File: src/rtl/rxll_frame_reader_if.sv
// ============================================================================
// Module      : rxll_frame_reader_if
// Description : FIFO read port and transport-layer stream of the RX frame reader.
// Revision    : 1.0 - initial release
// ============================================================================
`default_nettype none

interface rxll_frame_reader_if;
  logic [35:0] fifo_do;
  logic        fifo_empty;
  logic        fifo_eof_rdy;
  logic        fifo_rd_en;
  logic [31:0] trn_data;
  logic        trn_sof;
  logic        trn_eof;
  logic        trn_err;
  logic        trn_valid;
  logic        trn_ready;

  modport master (
    input  fifo_do, fifo_empty, fifo_eof_rdy, trn_ready,
    output fifo_rd_en, trn_data, trn_sof, trn_eof, trn_err, trn_valid
  );

  modport slave (
    output fifo_do, fifo_empty, fifo_eof_rdy, trn_ready,
    input  fifo_rd_en, trn_data, trn_sof, trn_eof, trn_err, trn_valid
  );
endinterface

`default_nettype wire

File: src/rtl/rxll_frame_reader.sv
// ============================================================================
// Module      : rxll_frame_reader
// Description : Drains the link-layer RX FIFO, enforces SOF/EOF framing and
//               streams frames with length/error status to the transport layer.
// Revision    : 1.0 - initial release
// ============================================================================
`default_nettype none

module rxll_frame_reader #(
  parameter int C_MAX_WORDS   = 2049,
  parameter int C_LEN_W       = 12,
  parameter int C_CUT_THROUGH = 0
) (
  input  logic               rd_clk,
  input  logic               rst,
  rxll_frame_reader_if.master bus,
  output logic               frame_done,
  output logic [C_LEN_W-1:0] frame_len,
  output logic               frame_err,
  output logic [15:0]        drop_cnt
);

  typedef enum logic [1:0] {
    S_IDLE = 2'd0,
    S_XFER = 2'd1,
    S_DROP = 2'd2
  } state_t;

  localparam logic [C_LEN_W-1:0] c_max_cnt = C_LEN_W'(C_MAX_WORDS);

  state_t r_state;
  state_t w_state_nxt;

  logic [C_LEN_W-1:0] r_cnt;
  logic [C_LEN_W-1:0] r_pend_len;
  logic               r_err;
  logic [31:0]        r_data;
  logic               r_sof;
  logic               r_eof;
  logic               r_terr;
  logic               r_valid;

  logic               w_pop;
  logic               w_xfer_pop;
  logic               w_drop_pop;
  logic               w_start;
  logic               w_accept;
  logic               w_head_eof;
  logic               w_last_word;
  logic               w_word_err;
  logic [C_LEN_W-1:0] w_cnt_inc;
  logic               w_unused_rsvd;

  assign w_head_eof    = bus.fifo_do[34];
  assign w_cnt_inc     = r_cnt + 1'b1;
  assign w_last_word   = (w_cnt_inc == c_max_cnt);
  // A SOF bit after the first word is not a new frame; it marks this one bad.
  assign w_word_err    = bus.fifo_do[33] | (bus.fifo_do[32] & (r_cnt != '0));
  assign w_accept      = r_valid & bus.trn_ready;
  assign w_unused_rsvd = bus.fifo_do[35];

  always_ff @(posedge rd_clk) begin
    if (rst) begin
      r_state <= S_IDLE;
    end else begin
      r_state <= w_state_nxt;
    end
  end

  always_comb begin
    w_state_nxt = r_state;
    w_pop       = 1'b0;
    w_start     = 1'b0;
    case (r_state)
      S_IDLE: begin
        if (!bus.fifo_empty) begin
          if (bus.fifo_do[32]) begin
            if ((C_CUT_THROUGH != 0) || bus.fifo_eof_rdy) begin
              w_state_nxt = S_XFER;
              w_start     = 1'b1;
            end
          end else begin
            w_state_nxt = S_DROP;
          end
        end
      end
      S_XFER: begin
        if (!bus.fifo_empty && (!r_valid || bus.trn_ready)) begin
          w_pop = 1'b1;
          if (w_head_eof) begin
            w_state_nxt = S_IDLE;
          end else if (w_last_word) begin
            w_state_nxt = S_DROP;
          end
        end
      end
      S_DROP: begin
        if (!bus.fifo_empty) begin
          w_pop = 1'b1;
          if (w_head_eof) begin
            w_state_nxt = S_IDLE;
          end
        end
      end
      default: w_state_nxt = S_IDLE;
    endcase
    if (rst) begin
      w_pop   = 1'b0;
      w_start = 1'b0;
    end
  end

  assign w_xfer_pop = w_pop && (r_state == S_XFER);
  assign w_drop_pop = w_pop && (r_state == S_DROP);

  always_ff @(posedge rd_clk) begin
    if (rst) begin
      r_cnt      <= '0;
      r_pend_len <= '0;
      r_err      <= 1'b0;
      r_data     <= '0;
      r_sof      <= 1'b0;
      r_eof      <= 1'b0;
      r_terr     <= 1'b0;
      r_valid    <= 1'b0;
      frame_done <= 1'b0;
      frame_len  <= '0;
      frame_err  <= 1'b0;
      drop_cnt   <= '0;
    end else begin
      frame_done <= 1'b0;
      if (w_start) begin
        r_cnt <= '0;
        r_err <= 1'b0;
      end
      if (w_xfer_pop) begin
        r_data  <= bus.fifo_do[31:0];
        r_sof   <= (r_cnt == '0);
        r_eof   <= w_head_eof | w_last_word;
        r_terr  <= r_err | w_word_err | (w_last_word & ~w_head_eof);
        r_valid <= 1'b1;
        r_cnt   <= w_cnt_inc;
        r_err   <= r_err | w_word_err;
        // Length travels with the EOF beat so a new frame may start under a stalled EOF.
        if (w_head_eof | w_last_word) begin
          r_pend_len <= w_cnt_inc;
        end
      end else if (w_accept) begin
        r_valid <= 1'b0;
      end
      if (w_accept && r_eof) begin
        frame_done <= 1'b1;
        frame_len  <= r_pend_len;
        frame_err  <= r_terr;
      end
      if (w_drop_pop) begin
        drop_cnt <= drop_cnt + 16'd1;
      end
    end
  end

  assign bus.fifo_rd_en = w_pop;
  assign bus.trn_data   = r_data;
  assign bus.trn_sof    = r_sof;
  assign bus.trn_eof    = r_eof;
  assign bus.trn_err    = r_terr;
  assign bus.trn_valid  = r_valid;

endmodule

`default_nettype wire
File: src/flat_wrapper.sv
// flat-port wrapper written by rule: the top's interface ports become plain ports
module rxll_frame_reader_flat 
#(
  parameter int C_MAX_WORDS   = 2049,
  parameter int C_LEN_W       = 12,
  parameter int C_CUT_THROUGH = 0
)
  (rd_clk, rst, frame_done, frame_len, frame_err, drop_cnt, bus_fifo_do, bus_fifo_empty, bus_fifo_eof_rdy, bus_trn_ready, bus_fifo_rd_en, bus_trn_data, bus_trn_sof, bus_trn_eof, bus_trn_err, bus_trn_valid);
  rxll_frame_reader_if bus_i ();
  input  logic rd_clk;
  input  logic rst;
  output logic frame_done;
  output logic [C_LEN_W-1:0] frame_len;
  output logic frame_err;
  output logic [15:0] drop_cnt;
  input wire logic [$bits(bus_i.fifo_do)-1:0] bus_fifo_do;
  input wire logic [$bits(bus_i.fifo_empty)-1:0] bus_fifo_empty;
  input wire logic [$bits(bus_i.fifo_eof_rdy)-1:0] bus_fifo_eof_rdy;
  input wire logic [$bits(bus_i.trn_ready)-1:0] bus_trn_ready;
  output wire logic [$bits(bus_i.fifo_rd_en)-1:0] bus_fifo_rd_en;
  output wire logic [$bits(bus_i.trn_data)-1:0] bus_trn_data;
  output wire logic [$bits(bus_i.trn_sof)-1:0] bus_trn_sof;
  output wire logic [$bits(bus_i.trn_eof)-1:0] bus_trn_eof;
  output wire logic [$bits(bus_i.trn_err)-1:0] bus_trn_err;
  output wire logic [$bits(bus_i.trn_valid)-1:0] bus_trn_valid;
  assign bus_i.fifo_do = bus_fifo_do;
  assign bus_i.fifo_empty = bus_fifo_empty;
  assign bus_i.fifo_eof_rdy = bus_fifo_eof_rdy;
  assign bus_i.trn_ready = bus_trn_ready;
  assign bus_fifo_rd_en = bus_i.fifo_rd_en;
  assign bus_trn_data = bus_i.trn_data;
  assign bus_trn_sof = bus_i.trn_sof;
  assign bus_trn_eof = bus_i.trn_eof;
  assign bus_trn_err = bus_i.trn_err;
  assign bus_trn_valid = bus_i.trn_valid;
  rxll_frame_reader #(.C_MAX_WORDS(C_MAX_WORDS), .C_LEN_W(C_LEN_W), .C_CUT_THROUGH(C_CUT_THROUGH)) u_core (.rd_clk(rd_clk), .rst(rst), .bus(bus_i), .frame_done(frame_done), .frame_len(frame_len), .frame_err(frame_err), .drop_cnt(drop_cnt));
endmodule
File: config.mk
export PLATFORM = sky130hd
export DESIGN_NAME = rxll_frame_reader_flat
export DESIGN_NICKNAME = d
export VERILOG_FILES = /design/src/rtl/rxll_frame_reader_if.sv /design/src/rtl/rxll_frame_reader.sv /design/src/flat_wrapper.sv
export SDC_FILE = /design/constraint.sdc
export NUM_CORES = 1
export LEC_CHECK = 0
export CAP_MARGIN = 15
export CORE_UTILIZATION = 50
export DETAILED_ROUTE_END_ITERATION = 16
export MAX_ROUTING_LAYER = met4
export PLACE_DENSITY = 0.8
export SLEW_MARGIN = 30
export SYNTH_ARGS = -nofsm -noshare
export SYNTH_HDL_FRONTEND = slang
export SYNTH_SLANG_ARGS = --single-unit
File: constraint.sdc
create_clock -name rd_clk -period 3.9 [get_ports rd_clk]
set_input_delay 0.585 -clock rd_clk [delete_from_list [all_inputs] [get_ports rd_clk]]
set_output_delay 0.585 -clock rd_clk [all_outputs]
set_load 0.005 [all_outputs]
==> impl_metrics.yaml <==
run_status:
  outcome: "finished clean"
synthesis:
  seq_area_frac_synth_pct: 46.6
  synth.avg_cell_area_sq_um: 8.20
  synth_top_flop_cell: "dfxtp_1"
  synth_nets: 534
  synth_edf_count: 0
  syn_inst: 487
  ys_seq_elements: 93
  yosysUniqueCellTypes: 46
  ys_async_sr_fraction_pct: 0
  synth_area_sq_mm: 0.00399
  synth-warning-count: 0
clock_network:
  insertion_delay_ns: 0.35
  numCtsBuffers: 9
  post-cts-setup-buffers: 0
  ctsLongestPathBuffers: 2
  cts_tree: "done"
  path_clk_slew_ns: 0.09
  hold_buffers: 0
  cts.sinks: 93
  ctsResizeCount: 0
  htreeDepth: 3
  clock-root-buffer: "clkbuf_8"
final_layout:
  final_nets: 621
  drive_gt1_share_pct: 5.53
  area_delta_synth_final_pct: 32.3
  post-route-util_pct: 68.3
  diodes: 0
  fillers: 635
  fin_cells: 681
grt:
  grt_antenna_before_repair: 0
  grt_max_degree: 66
  grt_use_total_pct: 23.1
  gr-total-overflow: 0
  grt_pass1_wl_um: 15300
  grt_pass1_vias: 3237
critical_path:
  worstPathRequired_ns: 4.14
  rr_startpoint: "u_core.r_cnt[0]"
  worst_path_largest_cell_delay_ns: 0.50
  crit_fanout: 21
  crit_arrival_ns: 3.09
  critPathSlowestCell: "dfxtp_1"
  setup.worst_path.end_class: "flip-flop"
  path_class: "reg2reg"
  startpoint_type: "flip-flop"
  cp_cell_sequence: "ha_1 -> nand3_2 -> nor3_2 -> mux2i_1 -> o41ai_4 -> buf_4 -> nand2_1 -> mux2_1"
  worstPathBufferInverterCount: 1
  timing.reg2reg.setup_slack_ns: 1.05
  r2r.worst_path.cells: 8
  reg2reg_to: "u_core.r_pend_len[1]"
  crit_family: "simple AND/OR/NAND/NOR gates"
placed_design:
  gp_congestion: 0.845
  dp.cells: 665
  dp_hpwl_um: 6180
  port_buffers: 106
sta:
  finalHoldViolCount: 0
  setup_viol: 0
  min_period_ns: 2.85
  clock_skew_ns: 0.0137
  min_period_over_period_pct: 73.0
  fin_setup_tns_ns: 0
  worst_pin_slew_ns: 0.816
  rsz0062_at_grt: "no"
  fmax_mhz: 351
  slew_viol_final: 0
  max-slew-margin-rel_pct: 45.6
min_path:
  worstHoldEndpoint: "u_core.frame_len[8]"
  min_path_cells: 2
  min-delay-start: "u_core.frame_len[8]"
  hp-class: "reg2reg"
die:
  die_w_um: 91.4
  core_region_area_sq_mm: 0.00773
  start_util_pct: 51.7
  ios: 108
  dieArea_sq_mm: 0.00835
  rows: 32
  dieHeight_um: 91.4
routing:
  drtIter0Drc: 163
  drc: 0
  wl_per_cell_um: 13.3
  wl_um: 9090
  ant_nets: 0
  firstDrtPassIters: 4
  drt-vias-per-instance: 5.24
  dr_total_vias: 3570
flow_run:
  maxCapViolCount: 0
power_and_ir_drop:
  ir_worst_vdd_uv: 213
  leakage_nw: 1.78
  power_density_mw_per_mm2: 352
-- sequential cells by signal, summed over array words and instances (netlist names), 2 cells and up --
register and cells:
u_core.r_state 2, u_core.frame_len 12, u_core.bus.trn_data 32, u_core.drop_cnt 16, u_core.r_cnt 12, u_core.r_pend_len 12
-- tightest hold or removal path, cell delays in order, from the launching register on --
cell and delay, ns:
dfxtp_1 0.32, nand2_1 0.05, a21oi_1 0.05
-- synth_stat cells, types with 3 or more instances --
| library cell | n | area [sq um] |
|---|---|---|
| inv_1 | 7 | 26.3 |
| xor2_1 | 11 | 96.3 |
| nor2_1 | 35 | 131 |
| a21oi_1 | 75 | 375 |
| nand2_1 | 107 | 402 |
| a22oi_1 | 4 | 30.0 |
| xnor2_1 | 10 | 87.6 |
| a311oi_1 | 10 | 87.6 |
| mux2i_1 | 4 | 40.0 |
| buf_2 | 4 | 20.0 |
| nor3_1 | 3 | 15.0 |
| o21ai_0 | 17 | 85.1 |
| nand3b_1 | 6 | 45.0 |
| and2_1 | 6 | 37.5 |
| clkbuf_1 | 24 | 90.1 |
| nand3_1 | 6 | 30.0 |
| ha_1 | 6 | 75.1 |
| nand4_1 | 5 | 31.3 |
| nor2b_1 | 3 | 18.8 |
| or3_1 | 9 | 56.3 |
| and3_1 | 4 | 25.0 |
| nand2b_1 | 5 | 31.3 |
| dfxtp_1 | 93 | 1860 |
| buf_1 | 5 | 18.8 |
-- final cells by class --
class | count | area (sq um) | share of cell area [%]
sequential | 93 | 1860 | 35.3
clock inverter | 6 | 70.1 | 1.33
clock buffer | 10 | 138 | 2.61
inverter | 7 | 26.3 | 0.498
timing repair buffer | 112 | 1100 | 20.8
multi-input combinational | 351 | 1960 | 37.1
tap | 102 | 128 | 2.42
-- kinds of logic (layout without fill, tap and decap cells) --
group                      Yosys count  after routing  synth area share [%]
and+or+nand+nor                    200            200                  23.2
AOI/OAI and AO/OA                  117            117                  17.2
DFF                                 93             93                  46.6
buffers and inverters               43            135                  4.54
xor gates and xnor gates            21             21                  4.61
muxes                                7              7                  1.94
adders and majority gates            6              6                  1.88
-- how the worst max path moves through the flow --
stage | start | end | slack (ns) | cells past startpoint
2_1_floorplan | u_core.r_cnt[1] | u_core.r_pend_len[10] | 1.70 | 7
3_3_place_gp | bus_fifo_empty | u_core.drop_cnt[15] | 1.08 | 8
3_5_place_dp | bus_trn_ready | u_core.bus.trn_data[12] | 1.09 | 7
4_1_cts | u_core.r_cnt[0] | u_core.r_pend_len[1] | 1.06 | 8
5_1_grt | u_core.r_cnt[0] | u_core.r_pend_len[1] | 0.89 | 8
6_report | u_core.r_cnt[0] | u_core.r_pend_len[1] | 1.05 | 8
-- power by group --
group,internal [mW],switching (mW)
Combinational,0.104,0.107
Sequential,0.969,0.0125
Clock,0.320,0.345
-- per-layer routing --
metal | track usage, % | routed length, um | vias to the layer above
li1 | - | - | 1834
met5 | - | 0 | -
met2 | 37.7 | 4430 | 93
met3 | 3.77 | 388 | 11
met1 | 29.1 | 4140 | 1632
met4 | 8.07 | 126 | 0
-- metrics by stage --
stage,total power [mW],area [sq um],hold slack [ns],setup slack [ns]
after floorplan,1.12,3990,0.427,1.70
after detailed placement,1.21,5070,0.445,1.09
final,1.86,5280,0.456,1.05
after global routing,1.95,5280,0.472,0.892
after CTS,1.88,5280,0.459,1.06
after global placement,1.21,5070,0.442,1.08
-- placed cells by master (no fill, tap or decap), types with 7 or more instances in the layout --
cell type,instances
inv_1,7
a21oi_1,75
xor2_1,11
a311oi_1,10
clkdlybuf4s50_1,105
nand2_1,107
nor2_1,34
o21ai_0,17
dfxtp_1,93
or3_1,9
clkbuf_8,10
xnor2_1,10
Power figures use the tool's default switching activity.
